<file path="config.mk">
export PLATFORM = sky130hd
export DESIGN_NAME = alu_serial_ctrl
export DESIGN_NICKNAME = d
export VERILOG_FILES = /design/src/rtl/alu_serial_ctrl.sv
export SDC_FILE = /design/constraint.sdc
export NUM_CORES = 1
export LEC_CHECK = 0
export BUFFER_PORTS_ARGS = -buffer_cell sky130_fd_sc_hd__buf_2
export CORE_UTILIZATION = 55
export CTS_BUF_LIST = sky130_fd_sc_hd__clkbuf_8
export CTS_CLUSTER_SIZE = 10
export DETAILED_ROUTE_END_ITERATION = 10
export PLACE_DENSITY = 0.83
export SLEW_MARGIN = 0
export SYNTH_ARGS = -nofsm -noshare
export SYNTH_HDL_FRONTEND = slang
export SYNTH_SLANG_ARGS = --single-unit
</file>
<file path="constraint.sdc">
create_clock -name clk -period 2 [get_ports clk]
set_clock_uncertainty 0.15 [all_clocks]
set_input_delay 0.1 -clock clk [delete_from_list [all_inputs] [get_ports clk]]
set_output_delay 0.1 -clock clk [all_outputs]
set_load 0.05 [all_outputs]
</file>
<file path="src/rtl/alu_serial_ctrl.sv">
// Bit-serial sequencer for a 1-bit ALU slice: shifts operands out LSB-first,
// chains the slice carry through a register and assembles the result word.
module alu_serial_ctrl #(
  parameter int WIDTH = 8
) (
  input  logic             clk,
  input  logic             reset,
  input  logic             start,
  input  logic [2:0]       op,
  input  logic [WIDTH-1:0] a,
  input  logic [WIDTH-1:0] b,
  input  logic             cin,
  output logic             busy,
  output logic             done,
  output logic [WIDTH-1:0] result,
  output logic             cout,
  output logic             slice_a,
  output logic             slice_b,
  output logic             slice_cin,
  output logic [2:0]       slice_control,
  input  logic             slice_out,
  input  logic             slice_carryout
);

  localparam int CNT_W = $clog2(WIDTH) + 1;
  localparam logic [CNT_W-1:0] LAST_BIT = CNT_W'(WIDTH - 1);

  typedef enum logic [1:0] {IDLE, RUN, DONE} state_t;

  state_t           state_q, state_d;
  logic [WIDTH-1:0] a_sh_q, a_sh_d;
  logic [WIDTH-1:0] b_sh_q, b_sh_d;
  logic [WIDTH-1:0] res_sh_q, res_sh_d;
  logic [WIDTH-1:0] result_q, result_d;
  logic [2:0]       op_q, op_d;
  logic             carry_q, carry_d;
  logic             cout_q, cout_d;
  logic [CNT_W-1:0] cnt_q, cnt_d;
  logic [WIDTH-1:0] res_shift;

  // NOTE: sequential state uses non-blocking assignments only, so every register
  // samples the pre-edge value of every other register regardless of block order.
  always_ff @(posedge clk or posedge reset) begin
    if (reset) begin
      state_q  <= IDLE;
      a_sh_q   <= '0;
      b_sh_q   <= '0;
      res_sh_q <= '0;
      result_q <= '0;
      op_q     <= '0;
      carry_q  <= 1'b0;
      cout_q   <= 1'b0;
      cnt_q    <= '0;
    end else begin
      state_q  <= state_d;
      a_sh_q   <= a_sh_d;
      b_sh_q   <= b_sh_d;
      res_sh_q <= res_sh_d;
      result_q <= result_d;
      op_q     <= op_d;
      carry_q  <= carry_d;
      cout_q   <= cout_d;
      cnt_q    <= cnt_d;
    end
  end

  // NOTE: every variable gets its hold value first, so no branch can leave one
  // unassigned and infer a latch.
  always_comb begin
    state_d  = state_q;
    a_sh_d   = a_sh_q;
    b_sh_d   = b_sh_q;
    res_sh_d = res_sh_q;
    result_d = result_q;
    op_d     = op_q;
    carry_d  = carry_q;
    cout_d   = cout_q;
    cnt_d    = cnt_q;

    // Written this way so WIDTH=1 needs no empty part-select.
    res_shift            = res_sh_q >> 1;
    res_shift[WIDTH-1]   = slice_out;

    case (state_q)
      IDLE, DONE: begin
        state_d = IDLE;
        if (start) begin
          a_sh_d  = a;
          b_sh_d  = b;
          op_d    = op;
          carry_d = cin;
          cnt_d   = '0;
          state_d = RUN;
        end
      end
      RUN: begin
        res_sh_d = res_shift;
        carry_d  = slice_carryout;
        a_sh_d   = a_sh_q >> 1;
        b_sh_d   = b_sh_q >> 1;
        cnt_d    = cnt_q + CNT_W'(1);
        if (cnt_q == LAST_BIT) begin
          result_d = res_shift;
          cout_d   = slice_carryout;
          state_d  = DONE;
        end
      end
      default: state_d = IDLE;
    endcase
  end

  assign busy          = (state_q == RUN);
  assign done          = (state_q == DONE);
  assign result        = result_q;
  assign cout          = cout_q;
  assign slice_a       = busy & a_sh_q[0];
  assign slice_b       = busy & b_sh_q[0];
  assign slice_cin     = busy & carry_q;
  assign slice_control = op_q;

endmodule
</file>
==> results by stage <==
Logic synthesis:
- By area the synthesized netlist is led by sky130_fd_sc_hd__dfrtp_1 59%, sky130_fd_sc_hd__a22o_1 8.9%, sky130_fd_sc_hd__mux2_4 7.6%.
- Counting every instance in the synthesized netlist gives between 100 and 150.
- The fraction of the mapped netlist area in adder cells is less than 1%.
- The share of the synthesized area in compound gates (AO/OA/AOI/OAI) is about 15%.
- Yosys printed 0 warnings.
- The number of register bits inferred by synthesis is 42.
- Summing the sequential cell areas from Yosys gives ~59% of the chip area.
- After synthesis, the largest family of logic cells by area is compound AO/OA/AOI/OAI gates.
- The dominant register cell in the synthesized netlist is sky130_fd_sc_hd__dfrtp_1.
- The mux cell area share after synthesis is between 10% and 20%.
- The area share of the leading cell type in the synthesized netlist is 59.15%.
- The area fraction in and, or, nand and nor cells after synthesis is 7.042%.
- Each instance of the synthesized netlist takes up on average about 14 µm².
- Synthesis produced a netlist with a net count of 155.
- The synthesized design contains 0 enable-type register cells.
- The post-synth design cell area is ~0.0018 mm².
- The number of distinct library cell variants in the gate-level netlist after synthesis is 19.
- The largest area contributor in the netlist is sky130_fd_sc_hd__dfrtp_1.
- The post-synthesis xor/xnor area fraction is 0%.
- In the synthesized netlist the async set-or-reset flop fraction comes to 100.0%.

Pwr:
- Summed over all cells, the static leakage comes to roughly 1.2 nW.
- The post-layout total power is 4.091 mW.
- IR analysis of the VDD net gives a maximum drop of approximately 1200 µV.
- The power per cell area is 1736 mW/mm².

Setup path:
- On the worst path, the slowest cell contributes a delay of roughly 0.39 ns.
- The number of buffer and inverter stages on the critical path is 2.
- The critical path startpoint category is a flop.
- Traced cell by cell, the critical path runs through nor2b_2 -> buf_4 -> and2_1 -> buf_2.
- Among all stages on the critical path, the largest delay is contributed by sky130_fd_sc_hd__dfrtp_1.
- Data on the critical path arrives at its endpoint at about 1.5 ns.
- The critical path required time is approximately 1.8 ns.
- The gate family responsible for the most delay along the worst path is buffers and inverters.
- The category of the worst setup path capture point is an output port.
- Along the worst path, the maximum fanout reaches 17.
- The critical path in this run is classified as flop to output port.

Timing:
- In the finished design, the share of the clock period the worst path needs comes to approximately nine tenths.
- The headroom to the max-slew limit is about two thirds.
- The slew at the pin closest to its max-slew limit is roughly 0.52 ns.
- The final sum of negative setup slack is 0 ns.
- Setup repair after global routing left no endpoint under its margin.
- The setup-violating endpoint count in the final report is 0.
- The number of hold-slack violations in the final timing report is 0.
- The number of pins exceeding their max-slew limit in the final report came to 0.
- The smallest clock period supported by the final layout is computed as ~1.8 ns.
- Timing would allow up to 557.6 MHz.

Global route:
- The number of global-route vias before repair is around 1,400.
- The overall global routing resource usage is between 20% and 30%.
- The residual overflow from global routing is 0.
- Entering global routing, the biggest net connects 43 pins.
- The number of antenna violations at the first check in global routing is 0.
- The global-route wire length before repair is around 6400 µm.

CTS:
- The clock transition at the registers of the reported paths is 0.08 ns.
- TritonCTS built the clock tree.
- The post-CTS repair timing setup buffer count is 0.
- After clock tree synthesis, the repair step resized 0 gates.
- The worst-case clock buffer depth is 2.
- The root buffer cell is sky130_fd_sc_hd__clkbuf_8.
- The H-tree depth is 2.
- Buffers inserted during clock tree synthesis total 5.
- The tree built by TritonCTS fans out to between 40 and 50 sinks.
- The clock latency at the later pin of the worst-skew pair is roughly 0.29 ns.

Finish:
- For this run, the post-layout net count is ~220.
- The number of antenna cells inserted is 0.
- The area growth from synthesis to layout is 32.61%.
- In the layout the commonest cells are 42 x sky130_fd_sc_hd__dfrtp_1, 41 x sky130_fd_sc_hd__buf_2, 24 x sky130_fd_sc_hd__dlygate4sd3_1.
- The number of fill cells in the layout is between 150 and 200.
- Leaving out fill and tap cells, the most frequent cell in the layout is sky130_fd_sc_hd__dfrtp_1.
- Cells with a size suffix above 1 make up 37.69% of the layout.

Routing:
- The wire length the detailed router placed on met1 is roughly 1700 µm.
- Routed signal wires occupy layers up through met4.
- Summed over all nets, wire length on met3 after detailed routing comes to between 100 and 150 µm.
- Wires add up to 3822 µm.
- The count of TritonRoute iterations in the first routing pass is 4.
- The count of nets left with antenna violations after detail routing is 0.
- The number of design rule violations left after detail routing is 0.
- The first-iteration detailed-routing DRC count is 52.
- Using the TritonRoute via totals, the vias-per-cell ratio works out to between 5 and 6.
- Detailed routing placed a total of 1889 µm of wire on met2.
- Dividing the detail-routed wire length by the instance count gives 15.73 µm.
- The detailed-route via count is roughly 1,300.

Die:
- The number of I/O pins is 42.
- The die footprint is between 0.003 and 0.004 mm².
- The initial utilization of the core area, before any placement, comes to 58.20%.
- The die height is approximately 60 µm.
- The number of cell rows is 20.
- The core area is 0.003053 mm².
- The x dimension of the die is a little under 60 µm.

Placement:
- The detailed-placement wirelength estimate is 2254 µm.
- Input and output buffers added on the ports amount to 41.
- The routability congestion estimate is approximately 0.78.

Worst hold path:
- The tightest min-delay check is of the flop to flop type.

Job:
- Across the run, the number of max-cap violations was 0.

Outcome:
- The run finished with clean final reports.
cells by family (layout without fill, tap and decap cells):
family | after synthesis | count (layout)
DFF | 42 | 42
AOI/OAI and AO/OA | 34 | 34
and+or+nand+nor | 23 | 23
muxes | 20 | 20
buffers and inverters | 9 | 79
adders and majority gates | 1 | 1
per-stage QoR:
stage,utilization (%),worst slack (ns),instance area [µm²],hold slack [ns],cells
floorplan,-,0.3390,1777,0.05544,129
CTS,77.17,0.1977,2356,0.3257,243
detailed placement,66.31,0.3403,2024,0.1041,211
global placement,66.31,0.3867,2024,0.09085,211
finish,77.17,0.2067,2356,0.3214,243
global route,77.17,0.1307,2356,0.3516,243
layer usage:
metal / vias up / global-route usage (%)
met1: 617 / 34.42
met4: 0 / 11.22
li1: 596 / -
met3: 6 / 4.835
met5: - / 0
met2: 36 / 41.40
final cells by class:
cell class                      count  area [µm²]  share of cell area (%)
Clock buffer                        6       82.58                   3.505
Sequential cell                    42        1051                   44.61
Inverter                            1       3.754                  0.1593
Clock inverter                      2       8.758                  0.3717
Multi-Input combinational cell     78       671.9                   28.52
Tap cell                           44       55.05                   2.337
Timing Repair Buffer               70       483.0                   20.50
worst reg2reg max path, cell delays in order (launching register included):
cell	delay, ns
sky130_fd_sc_hd__dfrtp_1	0.39
sky130_fd_sc_hd__ha_1	0.20
sky130_fd_sc_hd__nand2_1	0.09
sky130_fd_sc_hd__nor3b_2	0.19
sky130_fd_sc_hd__buf_4	0.24
sky130_fd_sc_hd__mux2_4	0.32
power breakdown:
group / leakage [nW] / internal, mW / switching (mW)
Combinational: 0.669 / 0.828 / 1.19
Sequential: 0.513 / 1.26 / 0.260
Clock: 0.0524 / 0.273 / 0.279
sequential cells by signal (all words and copies together) (netlist names):
signal         cells
a_sh_q             8
b_sh_q             8
carry_q            1
cnt_q              4
cout               1
res_sh_q           7
result             8
slice_control      3
state_q            2
synthesized netlist by cell type, types with 2 or more instances:
cell type,count
sky130_fd_sc_hd__buf_2,6
sky130_fd_sc_hd__nor2b_1,2
sky130_fd_sc_hd__mux2_2,9
sky130_fd_sc_hd__a21o_1,15
sky130_fd_sc_hd__nand2_1,13
sky130_fd_sc_hd__mux2_4,9
sky130_fd_sc_hd__dfrtp_1,42
sky130_fd_sc_hd__mux2i_1,2
sky130_fd_sc_hd__and2_1,3
sky130_fd_sc_hd__a22o_1,18
sky130_fd_sc_hd__buf_6,2
worst paths after layout:
kind	from	endpoint	slack, ns	cells after the start
setup / recovery	state_q[0]$_DFFE_PP0P_	slice_a	0.21	4
hold / removal	b_sh_q[0]$_DFFE_PP0P_	b_sh_q[0]$_DFFE_PP0P_	0.32	1
setup reg to reg	cnt_q[0]$_DFFE_PP0P_	result[2]$_DFFE_PP0P_	0.31	5
hold reg to reg	b_sh_q[0]$_DFFE_PP0P_	b_sh_q[0]$_DFFE_PP0P_	0.32	1
max in group asynchronous	reset	a_sh_q[1]$_DFFE_PP0P_	0.99	4
min in group asynchronous	reset	res_sh_q[6]$_DFFE_PP0P_	0.34	4
what timing repair did:
item / in CTS / in global routing
endpoints found under the setup margin: 0 / 0
endpoints found under the hold margin: 66 / 0
hold buffers: 24 / 0
Note: power is estimated with default switching activity, not from simulation.
